--- src/rtl/temp_pkg.sv ---
// temp_pkg: shared types and constants for the temperature hub.
//   hub_state_e   - hub FSM states
//   F_MUL/F_SHIFT/F_OFF - fixed-point Celsius to Fahrenheit constants (9/5 ~= 461/256)
//   F_EXTRA_W     - headroom bits used for the Fahrenheit multiply
//   disp_width()  - width of a display temperature for a given sample width
package temp_pkg;

    typedef enum logic [1:0] {
        StIdle,
        StAccum,
        StConvert,
        StEmit
    } hub_state_e;

    localparam int unsigned F_MUL     = 461;
    localparam int unsigned F_SHIFT   = 8;
    localparam int unsigned F_OFF     = 32;
    localparam int unsigned F_EXTRA_W = 11;

    // Display values carry two extra bits so Fahrenheit fits for any Celsius input.
    function automatic int unsigned disp_width(input int unsigned data_w);
        return data_w + 2;
    endfunction

endpackage

--- src/rtl/temp_avg_buf.sv ---
// temp_avg_buf: per-channel boxcar averaging store.
// Holds 2^AVG_LOG2 sample slots, a write pointer, a running sum and a "seen" flag per
// channel. Single write port; avg_o is the average that results from writing data_i
// into channel ch_i, valid combinationally in the same cycle as the write.
// Ports:
//   clk, rst   - clock, asynchronous active-high reset
//   wr_en_i    - commit data_i into channel ch_i
//   ch_i       - channel index (out-of-range values fall back to channel 0)
//   data_i     - signed Celsius sample
//   seen_o     - channel ch_i has received at least one sample since reset
//   avg_o      - post-write average for channel ch_i (floor)
module temp_avg_buf
    import temp_pkg::*;
#(
    parameter int unsigned NUM_CH   = 4,
    parameter int unsigned DATA_W   = 8,
    parameter int unsigned AVG_LOG2 = 2,
    parameter int unsigned CH_W     = (NUM_CH > 1) ? $clog2(NUM_CH) : 1
) (
    input  logic                     clk,
    input  logic                     rst,
    input  logic                     wr_en_i,
    input  logic [CH_W-1:0]          ch_i,
    input  logic signed [DATA_W-1:0] data_i,
    output logic                     seen_o,
    output logic signed [DATA_W-1:0] avg_o
);

    localparam int unsigned DEPTH = 1 << AVG_LOG2;
    localparam int unsigned PTR_W = (AVG_LOG2 > 0) ? AVG_LOG2 : 1;
    localparam int unsigned SUM_W = DATA_W + AVG_LOG2;

    logic signed [DATA_W-1:0] slot_q [NUM_CH][DEPTH];
    logic [PTR_W-1:0]         wp_q   [NUM_CH];
    logic signed [SUM_W-1:0]  sum_q  [NUM_CH];
    logic [NUM_CH-1:0]        seen_q;

    logic [CH_W-1:0]          ch_idx;
    logic signed [DATA_W-1:0] oldest;
    logic signed [SUM_W-1:0]  data_ext;
    logic signed [SUM_W-1:0]  sum_d;
    logic [PTR_W-1:0]         wp_next;

    always_comb begin
        ch_idx   = (32'(ch_i) < NUM_CH) ? ch_i : '0;
        seen_o   = seen_q[ch_idx];
        // The write pointer always addresses the oldest slot of the window.
        oldest   = slot_q[ch_idx][wp_q[ch_idx]];
        data_ext = SUM_W'(data_i);
        if (seen_q[ch_idx]) begin
            sum_d = sum_q[ch_idx] + data_ext - SUM_W'(oldest);
        end else begin
            sum_d = data_ext <<< AVG_LOG2;
        end
        avg_o   = DATA_W'(sum_d >>> AVG_LOG2);
        wp_next = (AVG_LOG2 == 0) ? '0 : wp_q[ch_idx] + PTR_W'(1);
    end

    always_ff @(posedge clk or posedge rst) begin
        if (rst) begin
            for (int c = 0; c < NUM_CH; c++) begin
                for (int s = 0; s < DEPTH; s++) begin
                    slot_q[c][s] <= '0;
                end
                wp_q[c]  <= '0;
                sum_q[c] <= '0;
            end
            seen_q <= '0;
        end else if (wr_en_i) begin
            sum_q[ch_idx]  <= sum_d;
            seen_q[ch_idx] <= 1'b1;
            if (seen_q[ch_idx]) begin
                slot_q[ch_idx][wp_q[ch_idx]] <= data_i;
                wp_q[ch_idx]                 <= wp_next;
            end else begin
                // First sample primes the whole window so the average starts at the sample.
                for (int s = 0; s < DEPTH; s++) begin
                    slot_q[ch_idx][s] <= data_i;
                end
                wp_q[ch_idx] <= '0;
            end
        end
    end

endmodule

--- src/rtl/temp_sense_hub.sv ---
// temp_sense_hub: multi-channel temperature front end.
// Accepts channel-tagged signed Celsius samples, keeps a per-channel boxcar average and
// min/max of that average, and emits one record per accepted in-range sample in Celsius
// or Fahrenheit (chosen per sample at acceptance). FSM: IDLE -> ACCUM -> CONVERT -> EMIT.
// Optional build macro TEMP_ALARM_EN adds a per-channel over-temperature alarm with
// hysteresis (ports alarm_thresh, alarm).
// Ports:
//   clk, rst                   - clock, asynchronous active-high reset
//   sample_valid/ready/ch/data - sample input handshake
//   unit_sel                   - 0 Celsius, 1 Fahrenheit, sampled at acceptance
//   disp_valid/ready           - display record handshake
//   disp_ch/temp/min/max/unit  - display record fields
//   ch_err                     - sticky: out-of-range channel seen
module temp_sense_hub
    import temp_pkg::*;
#(
    parameter int unsigned NUM_CH   = 4,
    parameter int unsigned DATA_W   = 8,
    parameter int unsigned AVG_LOG2 = 2,
    parameter int unsigned HYST     = 2,
    localparam int unsigned CH_W    = (NUM_CH > 1) ? $clog2(NUM_CH) : 1,
    localparam int unsigned DISP_W  = disp_width(DATA_W)
) (
    input  logic                     clk,
    input  logic                     rst,
    input  logic                     sample_valid,
    output logic                     sample_ready,
    input  logic [CH_W-1:0]          sample_ch,
    input  logic [DATA_W-1:0]        sample_data,
    input  logic                     unit_sel,
    output logic                     disp_valid,
    input  logic                     disp_ready,
    output logic [CH_W-1:0]          disp_ch,
    output logic [DISP_W-1:0]        disp_temp,
    output logic [DISP_W-1:0]        disp_min,
    output logic [DISP_W-1:0]        disp_max,
    output logic                     disp_unit,
`ifdef TEMP_ALARM_EN
    input  logic [DATA_W-1:0]        alarm_thresh,
    output logic [NUM_CH-1:0]        alarm,
`endif
    output logic                     ch_err
);

    localparam int unsigned MUL_W = DATA_W + F_EXTRA_W;

    hub_state_e state_q, state_d;

    logic [CH_W-1:0]          ch_q;
    logic signed [DATA_W-1:0] data_q;
    logic                     unit_q;
    logic signed [DATA_W-1:0] avg_q;
    logic signed [DATA_W-1:0] min_q [NUM_CH];
    logic signed [DATA_W-1:0] max_q [NUM_CH];

    logic [CH_W-1:0]          disp_ch_q;
    logic [DISP_W-1:0]        disp_temp_q;
    logic [DISP_W-1:0]        disp_min_q;
    logic [DISP_W-1:0]        disp_max_q;
    logic                     disp_unit_q;
    logic                     ch_err_q;

    logic                     ch_ok;
    logic                     accept;
    logic                     buf_wr;
    logic                     buf_seen;
    logic signed [DATA_W-1:0] buf_avg;

    function automatic logic [DISP_W-1:0] to_unit(input logic signed [DATA_W-1:0] c,
                                                  input logic fahr);
        logic signed [MUL_W-1:0] c_ext;
        logic signed [MUL_W-1:0] prod;
        c_ext = MUL_W'(c);
        prod  = ((c_ext * $signed(MUL_W'(F_MUL))) >>> F_SHIFT) + $signed(MUL_W'(F_OFF));
        if (fahr) begin
            return DISP_W'(prod);
        end
        return DISP_W'(c);
    endfunction

    temp_avg_buf #(
        .NUM_CH   (NUM_CH),
        .DATA_W   (DATA_W),
        .AVG_LOG2 (AVG_LOG2),
        .CH_W     (CH_W)
    ) u_avg_buf (
        .clk     (clk),
        .rst     (rst),
        .wr_en_i (buf_wr),
        .ch_i    (ch_q),
        .data_i  (data_q),
        .seen_o  (buf_seen),
        .avg_o   (buf_avg)
    );

    always_comb begin
        state_d      = state_q;
        sample_ready = 1'b0;
        disp_valid   = 1'b0;
        buf_wr       = 1'b0;
        ch_ok        = 32'(sample_ch) < NUM_CH;
        accept       = 1'b0;
        unique case (state_q)
            StIdle: begin
                sample_ready = 1'b1;
                accept       = sample_valid;
                // Out-of-range samples are consumed here and never reach ACCUM.
                if (sample_valid && ch_ok) begin
                    state_d = StAccum;
                end
            end
            StAccum: begin
                buf_wr  = 1'b1;
                state_d = StConvert;
            end
            StConvert: begin
                state_d = StEmit;
            end
            StEmit: begin
                disp_valid = 1'b1;
                if (disp_ready) begin
                    state_d = StIdle;
                end
            end
            default: state_d = StIdle;
        endcase
    end

    always_ff @(posedge clk or posedge rst) begin
        if (rst) begin
            state_q <= StIdle;
        end else begin
            state_q <= state_d;
        end
    end

    always_ff @(posedge clk or posedge rst) begin
        if (rst) begin
            ch_q        <= '0;
            data_q      <= '0;
            unit_q      <= 1'b0;
            avg_q       <= '0;
            for (int c = 0; c < NUM_CH; c++) begin
                min_q[c] <= '0;
                max_q[c] <= '0;
            end
            disp_ch_q   <= '0;
            disp_temp_q <= '0;
            disp_min_q  <= '0;
            disp_max_q  <= '0;
            disp_unit_q <= 1'b0;
            ch_err_q    <= 1'b0;
        end else begin
            if (accept) begin
                ch_q   <= sample_ch;
                data_q <= sample_data;
                unit_q <= unit_sel;
                if (!ch_ok) begin
                    ch_err_q <= 1'b1;
                end
            end
            if (state_q == StAccum) begin
                avg_q <= buf_avg;
                if (!buf_seen) begin
                    min_q[ch_q] <= buf_avg;
                    max_q[ch_q] <= buf_avg;
                end else begin
                    if (buf_avg < min_q[ch_q]) begin
                        min_q[ch_q] <= buf_avg;
                    end
                    if (buf_avg > max_q[ch_q]) begin
                        max_q[ch_q] <= buf_avg;
                    end
                end
            end
            if (state_q == StConvert) begin
                disp_ch_q   <= ch_q;
                disp_unit_q <= unit_q;
                disp_temp_q <= to_unit(avg_q, unit_q);
                disp_min_q  <= to_unit(min_q[ch_q], unit_q);
                disp_max_q  <= to_unit(max_q[ch_q], unit_q);
            end
        end
    end

`ifdef TEMP_ALARM_EN
    logic [NUM_CH-1:0]        alarm_q;
    logic signed [DISP_W-1:0] thr_hi;
    logic signed [DISP_W-1:0] thr_lo;
    logic signed [DISP_W-1:0] avg_ext;

    // Compare at display width so thresh - HYST cannot wrap.
    always_comb begin
        thr_hi  = DISP_W'($signed(alarm_thresh));
        thr_lo  = thr_hi - $signed(DISP_W'(HYST));
        avg_ext = DISP_W'(buf_avg);
    end

    always_ff @(posedge clk or posedge rst) begin
        if (rst) begin
            alarm_q <= '0;
        end else if (state_q == StAccum) begin
            if (avg_ext > thr_hi) begin
                alarm_q[ch_q] <= 1'b1;
            end else if (avg_ext < thr_lo) begin
                alarm_q[ch_q] <= 1'b0;
            end
        end
    end

    assign alarm = alarm_q;
`else
    logic unused_hyst;
    assign unused_hyst = ^HYST;
`endif

    assign disp_ch   = disp_ch_q;
    assign disp_temp = disp_temp_q;
    assign disp_min  = disp_min_q;
    assign disp_max  = disp_max_q;
    assign disp_unit = disp_unit_q;
    assign ch_err    = ch_err_q;

endmodule
--- config.mk ---
export PLATFORM = sky130hd
export DESIGN_NAME = temp_sense_hub
export DESIGN_NICKNAME = d
export VERILOG_FILES = /design/src/rtl/temp_pkg.sv /design/src/rtl/temp_avg_buf.sv /design/src/rtl/temp_sense_hub.sv
export SDC_FILE = /design/constraint.sdc
export NUM_CORES = 1
export LEC_CHECK = 0
export CORE_ASPECT_RATIO = 0.75
export CORE_UTILIZATION = 67
export DETAILED_ROUTE_END_ITERATION = 16
export DONT_BUFFER_PORTS = 1
export GPL_ROUTABILITY_DRIVEN = 1
export GPL_TIMING_DRIVEN = 0
export PLACE_DENSITY = 0.89
export SETUP_SLACK_MARGIN = 0.4
export SLEW_MARGIN = 20
export SYNTH_ARGS = -nofsm -noshare
export SYNTH_HDL_FRONTEND = slang
export SYNTH_SLANG_ARGS = --single-unit
--- constraint.sdc ---
create_clock -name clk -period 30.9 [get_ports clk]
set_input_delay 4.635 -clock clk [delete_from_list [all_inputs] [get_ports clk]]
set_output_delay 4.635 -clock clk [all_outputs]
set_load 0.01 [all_outputs]
==> results.md <==
- Run status: finished clean
- All-Layer GR Usage: 0.337
- CTS buffer count: 29
- Setup slack, reg-to-reg: 22.11 ns
- Worst slew pin tran: 0.976 ns
- Die W: 194 µm
- Row count: 52
- Seq/Total Area, Yosys: 0.404
- Clock transition at path regs: 0.07 ns
- Fin crit period: 8.79 ns
- Setup violators final: 0
- Post-Synthesis Net Count: 1784
- Grt ovf: 0
- Count of pins over their slew limit: 0
- Wirelength per Cell: 23.3 µm
- CTS resizes: 0
- Vias in the first global route: 13700
- Root Buffer Master: clkbuf_16
- Max_cap viols: 0
- Post-Route WL: 45400 µm
- Startpoint types: register
- Core Area: 27000 µm²
- Routed vias/inst: 6.43
- IO Port Bufs: 0
- Flop and latch count out of synthesis: 298
- Insertion delay to the later sink of the worst-skew pair: 0.59 ns
- Worst Skew: 0.0199 ns
- Post-DP HPWL: 32200 µm
- Post-DRT Antenna Nets: 0
- Post-layout net count: 1818
- First-pass GRT wire length: 73500 µm
- Kind of critical path: register to register
- Crit Path Max Fanout: 10
- DRT iter0 DRCs: 1215
- Reg2reg path depth: 27
- Syn-to-layout area delta: 8.32%
- Count of hold-fix buffers inserted at cts: 0
- Max Root-Sink Buffers: 3
- Post-synth ARST share: 1.00
- Chip height: 146 µm
- Netlist Area Pre-Place: 18500 µm²
- Setup_tns: 0 ns
- H-tree lvl count: 1
- Syn Area/Cell: 12.0 µm²
- Synth warn: 0
- Post-synthesis cell count: 1543
- Drt drc: 0
- Post-CTS Setup Repair Bufs: 0
- Commonest non-fill, non-tap cells in the layout: 298 x dfrtp_1, 218 x mux2_2, 177 x inv_1
- Initial antenna violation count: 1
- Pre-CTS WS: 22.30 ns
- Post-synth EDFFs: 0
- Top FF cell, synth: dfrtp_1
- Drt pass-1 iters: 5
- WP data required: 31.36 ns
- Fmax: 0.114 GHz
- HP Class: register to register
- Layout cells sized above 1: 0.228
- RSZ-0062 raised after global routing: false
- CP arrival: 9.26 ns
- GPL Wtd Cong: 0.921
- Worst setup margin: 22.11 ns
- Most common cell after layout, fill and taps aside: dfrtp_1
- Period Utilization, post-route: 0.285
- CTS tree: yes
- Largest net degree at the start of global routing: 98
- Slew HR: 0.331
- Setup crit end kind: register
- IO Pins: 51
- Netlist cell types: 59
- Initial Util: 0.684
- Final hold violations: 0
- Die area: 28200 µm²
- Vias: 12600
- Cell count of the worst hold path: 2
- Clk sinks: 298
==> kinds of logic after synthesis <==
family / Yosys count / synth area share
mux: 305 / 0.222
flops: 298 / 0.404
buf+inv: 250 / 0.0519
fa+ha+maj: 227 / 0.179
simple gates: 221 / 0.0550
compound gates: 195 / 0.0662
xor+xnor: 46 / 0.0218
other cells: 1 / 0.000203
==> critical path: stages, from the launching register on <==
cell      delay, ns
dfrtp_1        0.33
buf_2          0.27
buf_1          0.69
clkbuf_1       0.65
clkbuf_1       0.65
clkbuf_1       0.56
mux4_2         0.33
inv_1          0.07
fa_1           0.51
inv_1          0.06
fa_1           0.41
a21oi_1        0.16
nor2_1         0.06
nor2_1         0.16
o21bai_1       0.09
a21oi_1        0.24
o21bai_1       0.09
a21oi_1        0.18
xnor2_1        0.08
mux2i_1        0.76
inv_2          0.29
ha_1           0.39
a211oi_1       0.46
nand3_1        0.13
nand3_1        0.18
a41oi_4        0.10
nor2_4         0.33
mux2_2         0.39
==> synthesized netlist by cell type, drive strengths merged, types with 15 or more instances <==
cell    count  area, µm²
a21o       16        120
mux4       61       1370
mux2i      25        250
ha        163       2040
nand2      75        282
mux2      219       2470
a21oi      61        317
clkbuf     50        188
xnor2      30        263
fa         63       1260
xor2       16        140
nor2       79        327
buf        15       76.3
o21ai      76        388
dfrtp     298       7460
inv       185        694
==> flip-flops by register name (all words and copies together), names as in the netlist <==
signal,count
min_q,32
u_avg_buf.seen_q,4
disp_min,10
disp_max,10
avg_q,8
unit_q,1
u_avg_buf.sum_q,40
state_q,2
disp_ch,2
u_avg_buf.wp_q,8
disp_temp,10
ch_q,2
disp_unit,1
u_avg_buf.slot_q,128
max_q,32
data_q,8
==> per-layer routing <==
layer	vias up	global-route usage	part of all wire	wire length [µm]
met2	596	0.537	0.47	21200
met3	134	0.0742	0.086	3930
met1	6450	0.462	0.41	18600
li1	5375	-	-	-
met4	0	0.120	0.037	1660
met5	-	0	0	0
==> layout make-up <==
| class | count | area [µm²] |
|---|---|---|
| Fill cell | 1573 | 7000 |
| Clock buffer | 41 | 811 |
| Sequential cell | 298 | 7460 |
| Antenna cell | 1 | 2.50 |
| Inverter | 185 | 702 |
| Tap cell | 351 | 439 |
| Multi-Input combinational cell | 995 | 10000 |
| Timing Repair Buffer | 3 | 82.6 |
| Clock inverter | 13 | 193 |
| Buffer | 65 | 265 |
==> path summary, 6_finish.rpt <==
kind	start	end
worst max-delay path	ch_q[1]	min_q[29]
worst min-delay path	u_avg_buf.sum_q[21]	u_avg_buf.sum_q[21]
worst max register to register	ch_q[1]	min_q[29]
worst min register to register	u_avg_buf.sum_q[21]	u_avg_buf.sum_q[21]
max in group asynchronous	rst	disp_max[8]
min in group asynchronous	rst	u_avg_buf.slot_q[81]
==> per-stage QoR <==
step / utilization / hold WS, ns / instance area (µm²) / std cells
6_report: 0.741 / 0.478 / 20000 / 1952
5_1_grt: 0.741 / 0.494 / 20000 / 1952
4_1_cts: 0.741 / 0.482 / 20000 / 1951
3_5_place_dp: 0.703 / 0.468 / 19000 / 1897
3_3_place_gp: 0.700 / 0.454 / 18900 / 1894
2_1_floorplan: - / 0.429 / 18500 / 1543
Power is not shown: default switching activity piles up to over one toggle a cycle in this logic, so the estimate is an artifact.
